## src/rtl/cpu_pkg.sv

```systemverilog
// Shared CPU definitions: datapath widths, the NOP encoding and the default reset PC.
package cpu_pkg;
    localparam int XLEN = 16;
    localparam int ALEN = 16;
    localparam logic [XLEN-1:0] NOP_INST = 16'h0000;
    localparam logic [ALEN-1:0] DEFAULT_RESET_PC = 16'h0000;
    localparam int ENTRY_W = ALEN + XLEN;
endpackage

```

## src/rtl/fetch_fifo.sv

```systemverilog
// Small synchronous FIFO of {pc, inst} entries between instruction memory and decode.
module fetch_fifo
    import cpu_pkg::*;
#(
    parameter int DEPTH = 2
) (
    input  logic                       clk,
    input  logic                       reset,
    input  logic                       clear,
    input  logic                       push,
    input  logic                       pop,
    input  logic [ENTRY_W-1:0]         din,
    output logic [ENTRY_W-1:0]         dout,
    output logic [$clog2(DEPTH+1)-1:0] count
);
    localparam int CW = $clog2(DEPTH + 1);
    localparam int PW = (DEPTH > 1) ? $clog2(DEPTH) : 1;

    logic [ENTRY_W-1:0] mem [DEPTH];
    logic [PW-1:0]      rd_ptr;
    logic [PW-1:0]      wr_ptr;

    function automatic logic [PW-1:0] ptr_next(input logic [PW-1:0] p);
        return (p == PW'(DEPTH - 1)) ? '0 : p + 1'b1;
    endfunction

    always_ff @(posedge clk) begin
        if (reset || clear) begin
            rd_ptr <= '0;
            wr_ptr <= '0;
            count  <= '0;
        end else begin
            if (push) wr_ptr <= ptr_next(wr_ptr);
            if (pop)  rd_ptr <= ptr_next(rd_ptr);
            count <= count + CW'(push) - CW'(pop);
        end
    end

    // Storage is never reset; the head is only observed while count is non-zero.
    always_ff @(posedge clk) begin
        if (push) mem[wr_ptr] <= din;
    end

    assign dout = mem[rd_ptr];
endmodule

```

## src/rtl/fetch_stage.sv

```systemverilog
// Fetch stage: issues sequential fetches over req/gnt, queues in-order responses for decode,
// and discards in-flight fetches after a control-flow redirect.
module fetch_stage
    import cpu_pkg::*;
#(
    parameter logic [15:0] RESET_PC = DEFAULT_RESET_PC,
    parameter int          DEPTH    = 2
) (
    input  logic        clk,
    input  logic        reset,
    input  logic        stallF,
    input  logic        redirect_valid,
    input  logic [15:0] redirect_pc,
    output logic        imem_req,
    output logic [15:0] imem_addr,
    input  logic        imem_gnt,
    input  logic        imem_rvalid,
    input  logic [15:0] imem_rdata,
    output logic [15:0] pcF,
    output logic [15:0] instF,
    output logic        validF,
    output logic        flushD
);
    localparam int CW = $clog2(DEPTH + 1);

    logic [15:0]        fetch_pc;
    logic [15:0]        resp_pc;
    logic [CW-1:0]      out_cnt;
    logic [CW-1:0]      drop_cnt;
    logic [CW-1:0]      q_cnt;
    logic [CW:0]        occupancy;
    logic [ENTRY_W-1:0] head;
    logic               pop;
    logic               push;
    logic               grant;
    logic               dropping;

    assign pop       = validF & ~stallF & ~redirect_valid;
    assign occupancy = {1'b0, out_cnt} + {1'b0, q_cnt} - (CW + 1)'(pop);
    assign imem_req  = ~reset & ~redirect_valid & (occupancy < (CW + 1)'(DEPTH));
    assign imem_addr = fetch_pc;
    assign grant     = imem_req & imem_gnt;
    assign dropping  = (drop_cnt != '0);
    assign push      = imem_rvalid & ~dropping & ~redirect_valid;
    assign flushD    = redirect_valid & ~reset;

    fetch_fifo #(.DEPTH(DEPTH)) u_fifo (
        .clk   (clk),
        .reset (reset),
        .clear (redirect_valid),
        .push  (push),
        .pop   (pop),
        .din   ({resp_pc, imem_rdata}),
        .dout  (head),
        .count (q_cnt)
    );

    assign validF = (q_cnt != '0);
    assign pcF    = validF ? head[ENTRY_W-1:XLEN] : 16'h0000;
    assign instF  = validF ? head[XLEN-1:0]       : NOP_INST;

    always_ff @(posedge clk) begin
        if (reset) begin
            fetch_pc <= RESET_PC;
            resp_pc  <= RESET_PC;
            out_cnt  <= '0;
            drop_cnt <= '0;
        end else begin
            out_cnt <= out_cnt + CW'(grant) - CW'(imem_rvalid);
            if (redirect_valid) begin
                fetch_pc <= redirect_pc;
                resp_pc  <= redirect_pc;
                // out_cnt already includes responses owed to earlier redirects, so every
                // outstanding fetch except the one returning now becomes a drop.
                drop_cnt <= out_cnt - CW'(imem_rvalid);
            end else begin
                if (grant) fetch_pc <= fetch_pc + 16'd1;
                if (imem_rvalid) begin
                    if (dropping) drop_cnt <= drop_cnt - 1'b1;
                    else          resp_pc  <= resp_pc + 16'd1;
                end
            end
        end
    end
endmodule
```

## config.mk

```make
export PLATFORM = sky130hd
export DESIGN_NAME = fetch_stage
export DESIGN_NICKNAME = d
export VERILOG_FILES = /design/src/rtl/cpu_pkg.sv /design/src/rtl/fetch_fifo.sv /design/src/rtl/fetch_stage.sv
export SDC_FILE = /design/constraint.sdc
export NUM_CORES = 1
export LEC_CHECK = 0
export ABC_AREA = 0
export ABC_CLOCK_PERIOD_IN_PS = 6000
export BUFFER_PORTS_ARGS = -buffer_cell sky130_fd_sc_hd__buf_2
export CORE_MARGIN = 2
export CORE_UTILIZATION = 55
export DETAILED_ROUTE_END_ITERATION = 10
export PLACE_DENSITY = 0.79
export SLEW_MARGIN = 20
export SYNTH_ARGS = -nofsm -noshare
export SYNTH_HDL_FRONTEND = slang
export SYNTH_HIERARCHICAL = 1
export SYNTH_SLANG_ARGS = --single-unit
```

## constraint.sdc

```tcl
create_clock -name clk -period 6 [get_ports clk]
set_input_delay 0.3 -clock clk [delete_from_list [all_inputs] [get_ports clk]]
set_output_delay 0.3 -clock clk [all_outputs]
set_load 0.01 [all_outputs]
```

==> results_dict.tcl <==
set metrics [dict create \
    ys.warnings.count 6 \
    dr.pass1.iters 4 \
    fin_ws_ns 2.35 \
    fill_cells 688 \
    grt-ovfl-total 0 \
    timing.rr.start "u_fifo/count[1]" \
    maxSlewViolCount 0 \
    slowest_delay_ns 0.41 \
    postRouteWirelength_um 9350 \
    grt_util_met3_pct 2.81 \
    preCtsSetupSlack_ns 2.29 \
    final_cell_mix "buf_2 (88), edfxtp_1 (64), dfxtp_1 (40)" \
    nets 541 \
    cts_buffer_depth 2 \
    grt_max_degree 43 \
    cts_buffers 9 \
    multi_input_area_um2 2040 \
    die_x_um 99.7 \
    synth_edf_count 64 \
    switching_share_pct 26.4 \
    track_usage_pct 18.7 \
    cts_tree "yes" \
    layout_commonest_cell "buf_2" \
    hold-path-cell-count 1 \
    cts_sinks 105 \
    antenna_found_initial 0 \
    end_kind "flip-flop" \
    seqPwrFrac_pct 59.0 \
    syn-num-nets 464 \
    maxCapViolCount 0 \
    initialDrtViolationCount 166 \
    synth_area_um2 5040 \
    met1_usage_pct 26.9 \
    place_congestion 0.911 \
    synth_cell_types 51 \
    cp_slowest_cell "and2_1" \
    synth-main-ff-cell "edfxtp_1" \
    hp-class "in2reg" \
    pwr-share-comb_pct 12.8 \
    viasPerCell 5.61 \
    min_to "u_fifo/mem[0][14]" \
    seq_area_um2 2740 \
    worst_path_most_repeated_cell "ha_1" \
    syn_area_per_cell_um2 12.1 \
    root_buffer "clkbuf_8" \
    rr_endpoint "out_cnt[0]" \
    dieHeight_um 99.7 \
    cp.arrival_ns 3.87 \
    use_met2_pct 29.5 \
    peakVddDrop_v 0.000107 \
    ctsHoldBuffers 0 \
    critPathRequiredTime_ns 6.22 \
    p_clk_share_pct 28.3 \
    htree_levels 3 \
    ff2ff_path_depth 13 \
    wire_per_inst_um 15.5 \
    seq_area_frac_synth_pct 54.4 \
    io_pins 89 \
    dieArea_um2 9940 \
    diodes 0 \
    timing.final.crit_share_pct 60.9 \
    post_cts_buffers 0 \
    drtAntennaViolNets 0 \
    rsz0062_at_grt "no" \
    switchingPower_w 0.000374 \
    crit_type "reg2reg" \
    startpoint_type "flip-flop" \
    leakage_nw 2.20 \
    finalSetupTns_ns 0 \
    setup_viol 0 \
    clk_pin_slew_ns 0.11 \
    async_reset_ff_share_pct 0 \
    io_buffer_count 88 \
    path_cells "nor2_2 -> buf_4 -> nor3_1 -> ha_1 -> nand2b_1 -> fa_1 -> xor2_1 -> and2_1 -> inv_4 -> ha_1 -> inv_1 -> ha_1 -> nor2b_1" \
    tightest_slew_ns 1.05 \
    cp_max_fo 34 \
    min_from "imem_rdata[14]" \
    timing.final.crit_period_ns 3.65 \
    outcome "complete, no violations" \
    hpwl_um 6380 \
    vias 3390 \
    reg2reg_slack_ns 2.35 \
    max-slew-margin-rel_pct 29.8 \
    start_util_pct 57.2 \
    hold_viol 0 \
    worst-path-buf-inv 3 \
    route.detailed.drc 0 \
    clock_skew_ns 0.0100 \
    cp_top_family "adder cells" \
    ys_ff_latch 105 \
    p_per_area_nw_per_um2 251 \
    max_freq_mhz 274 \
    worstSkewPairLatency_ns 0.36 \
    placementRows 34 \
    synthCells 415 \
    grt_pass1_vias 3167 \
    core_area_um2 8810 \
    grt_pass1_wl_um 15000 \
    p_int_w 0.00104 \
    placed_area_um2 5470 \
    grt_busiest_layer "met2" \
    design_area_um2 5640 \
    post_cts_resized 0 \
    drive_gt1_share_pct 28.8 \
    synthToLayoutAreaGrowth_pct 12.0 \
]
==> routing by layer <==
metal / part of all wire (%) / vias up
li1: - / 1669
met1: 49 / 1600
met2: 45 / 114
met3: 5.0 / 7
met4: 0.88 / 0
met5: 0 / -
==> sequential cells by signal, indices dropped and copies added (netlist names), named ones only <==
register	cells
drop_cnt	2
imem_addr	16
out_cnt	2
resp_pc	16
u_fifo/count	2
u_fifo/mem	64
u_fifo/rd_ptr	1
u_fifo/wr_ptr	1
==> area by class of cell <==
class	instances	area share [%]
Clock buffer	9	2.20
Timing Repair Buffer	90	8.07
Sequential cell	105	48.6
Multi-Input combinational cell	263	36.2
Clock inverter	6	0.953
Inverter	23	1.57
Tap cell	108	2.39
==> worst max path at each step <==
stage | from | to | cells past startpoint
floorplan | redirect_valid | out_cnt[0] | 15
CTS | u_fifo/count[1] | out_cnt[0] | 13
finish | u_fifo/count[1] | out_cnt[0] | 13
global route | u_fifo/count[1] | out_cnt[1] | 14
detailed placement | redirect_valid | out_cnt[1] | 13
global placement | redirect_valid | out_cnt[0] | 12
==> worst register-to-register path, delay by kind of cell, from the launching register on <==
kind | cells | cell delay [ns]
AND/OR/NAND/NOR | 5 | 1.11
buffers and inverters | 3 | 0.40
XOR/XNOR | 1 | 0.37
adder cells (fa/ha/maj) | 4 | 1.23
flip-flops | 1 | 0.40
==> Yosys cell counts (all sizes together) (2+ instances only) <==
cell	instances	share of area, %
edfxtp	64	38
dfxtp	41	16
nor2b	34	4.2
mux2	33	9.6
inv	23	1.8
nand2	18	1.3
a21oi	16	1.6
nor2	16	1.2
clkbuf	15	1.1
nand3	11	1.1
xor2	11	1.9
ha	10	2.5
nand4	10	1.2
o31a	10	1.7
a211oi	9	1.3
buf	9	2.3
o211ai	9	1.3
nor3	8	0.79
a31oi	7	0.87
xnor2	7	1.2
and2	5	0.62
and3	5	0.62
and4	5	0.87
a21boi	4	0.60
nor4	4	0.50
or3	4	0.50
nand2b	3	0.37
o21a	3	0.45
o21ai	3	0.30
or4	3	0.45
a21o	2	0.30
nor3b	2	0.30
==> kinds of logic (layout without fill, tap and decap cells) <==
| group | count (synthesis) | count (layout) | synth area share (%) |
|---|---|---|---|
| fa+ha+maj | 11 | 11 | 2.88 |
| flops | 105 | 105 | 54.4 |
| buf+inv | 47 | 128 | 5.22 |
| simple gates | 130 | 130 | 14.6 |
| compound gates | 69 | 69 | 9.46 |
| mux | 34 | 34 | 9.81 |
| xor+xnor | 19 | 19 | 3.58 |
==> through the flow <==
step,hold WS [ns],instances,total power [W],util (%)
6_report,0.122,604,0.00142,64.1
5_1_grt,0.106,604,0.00148,64.1
4_1_cts,0.109,604,0.00143,64.1
3_5_place_dp,0.473,589,0.00103,62.1
3_3_place_gp,0.460,589,0.00102,62.1
2_1_floorplan,0.375,415,0.000974,-
==> power by group through the flow <==
| stage | registers (W) | clock network [W] | logic (W) |
|---|---|---|---|
| 2_1_floorplan | 0.000846 | 0 | 0.000128 |
| 3_3_place_gp | 0.000850 | 0 | 0.000173 |
| 3_5_place_dp | 0.000852 | 0 | 0.000181 |
| 4_1_cts | 0.000836 | 0.000412 | 0.000182 |
| 5_1_grt | 0.000842 | 0.000440 | 0.000202 |
| 6_report | 0.000836 | 0.000401 | 0.000181 |
Note: power is estimated with default switching activity, not from simulation.
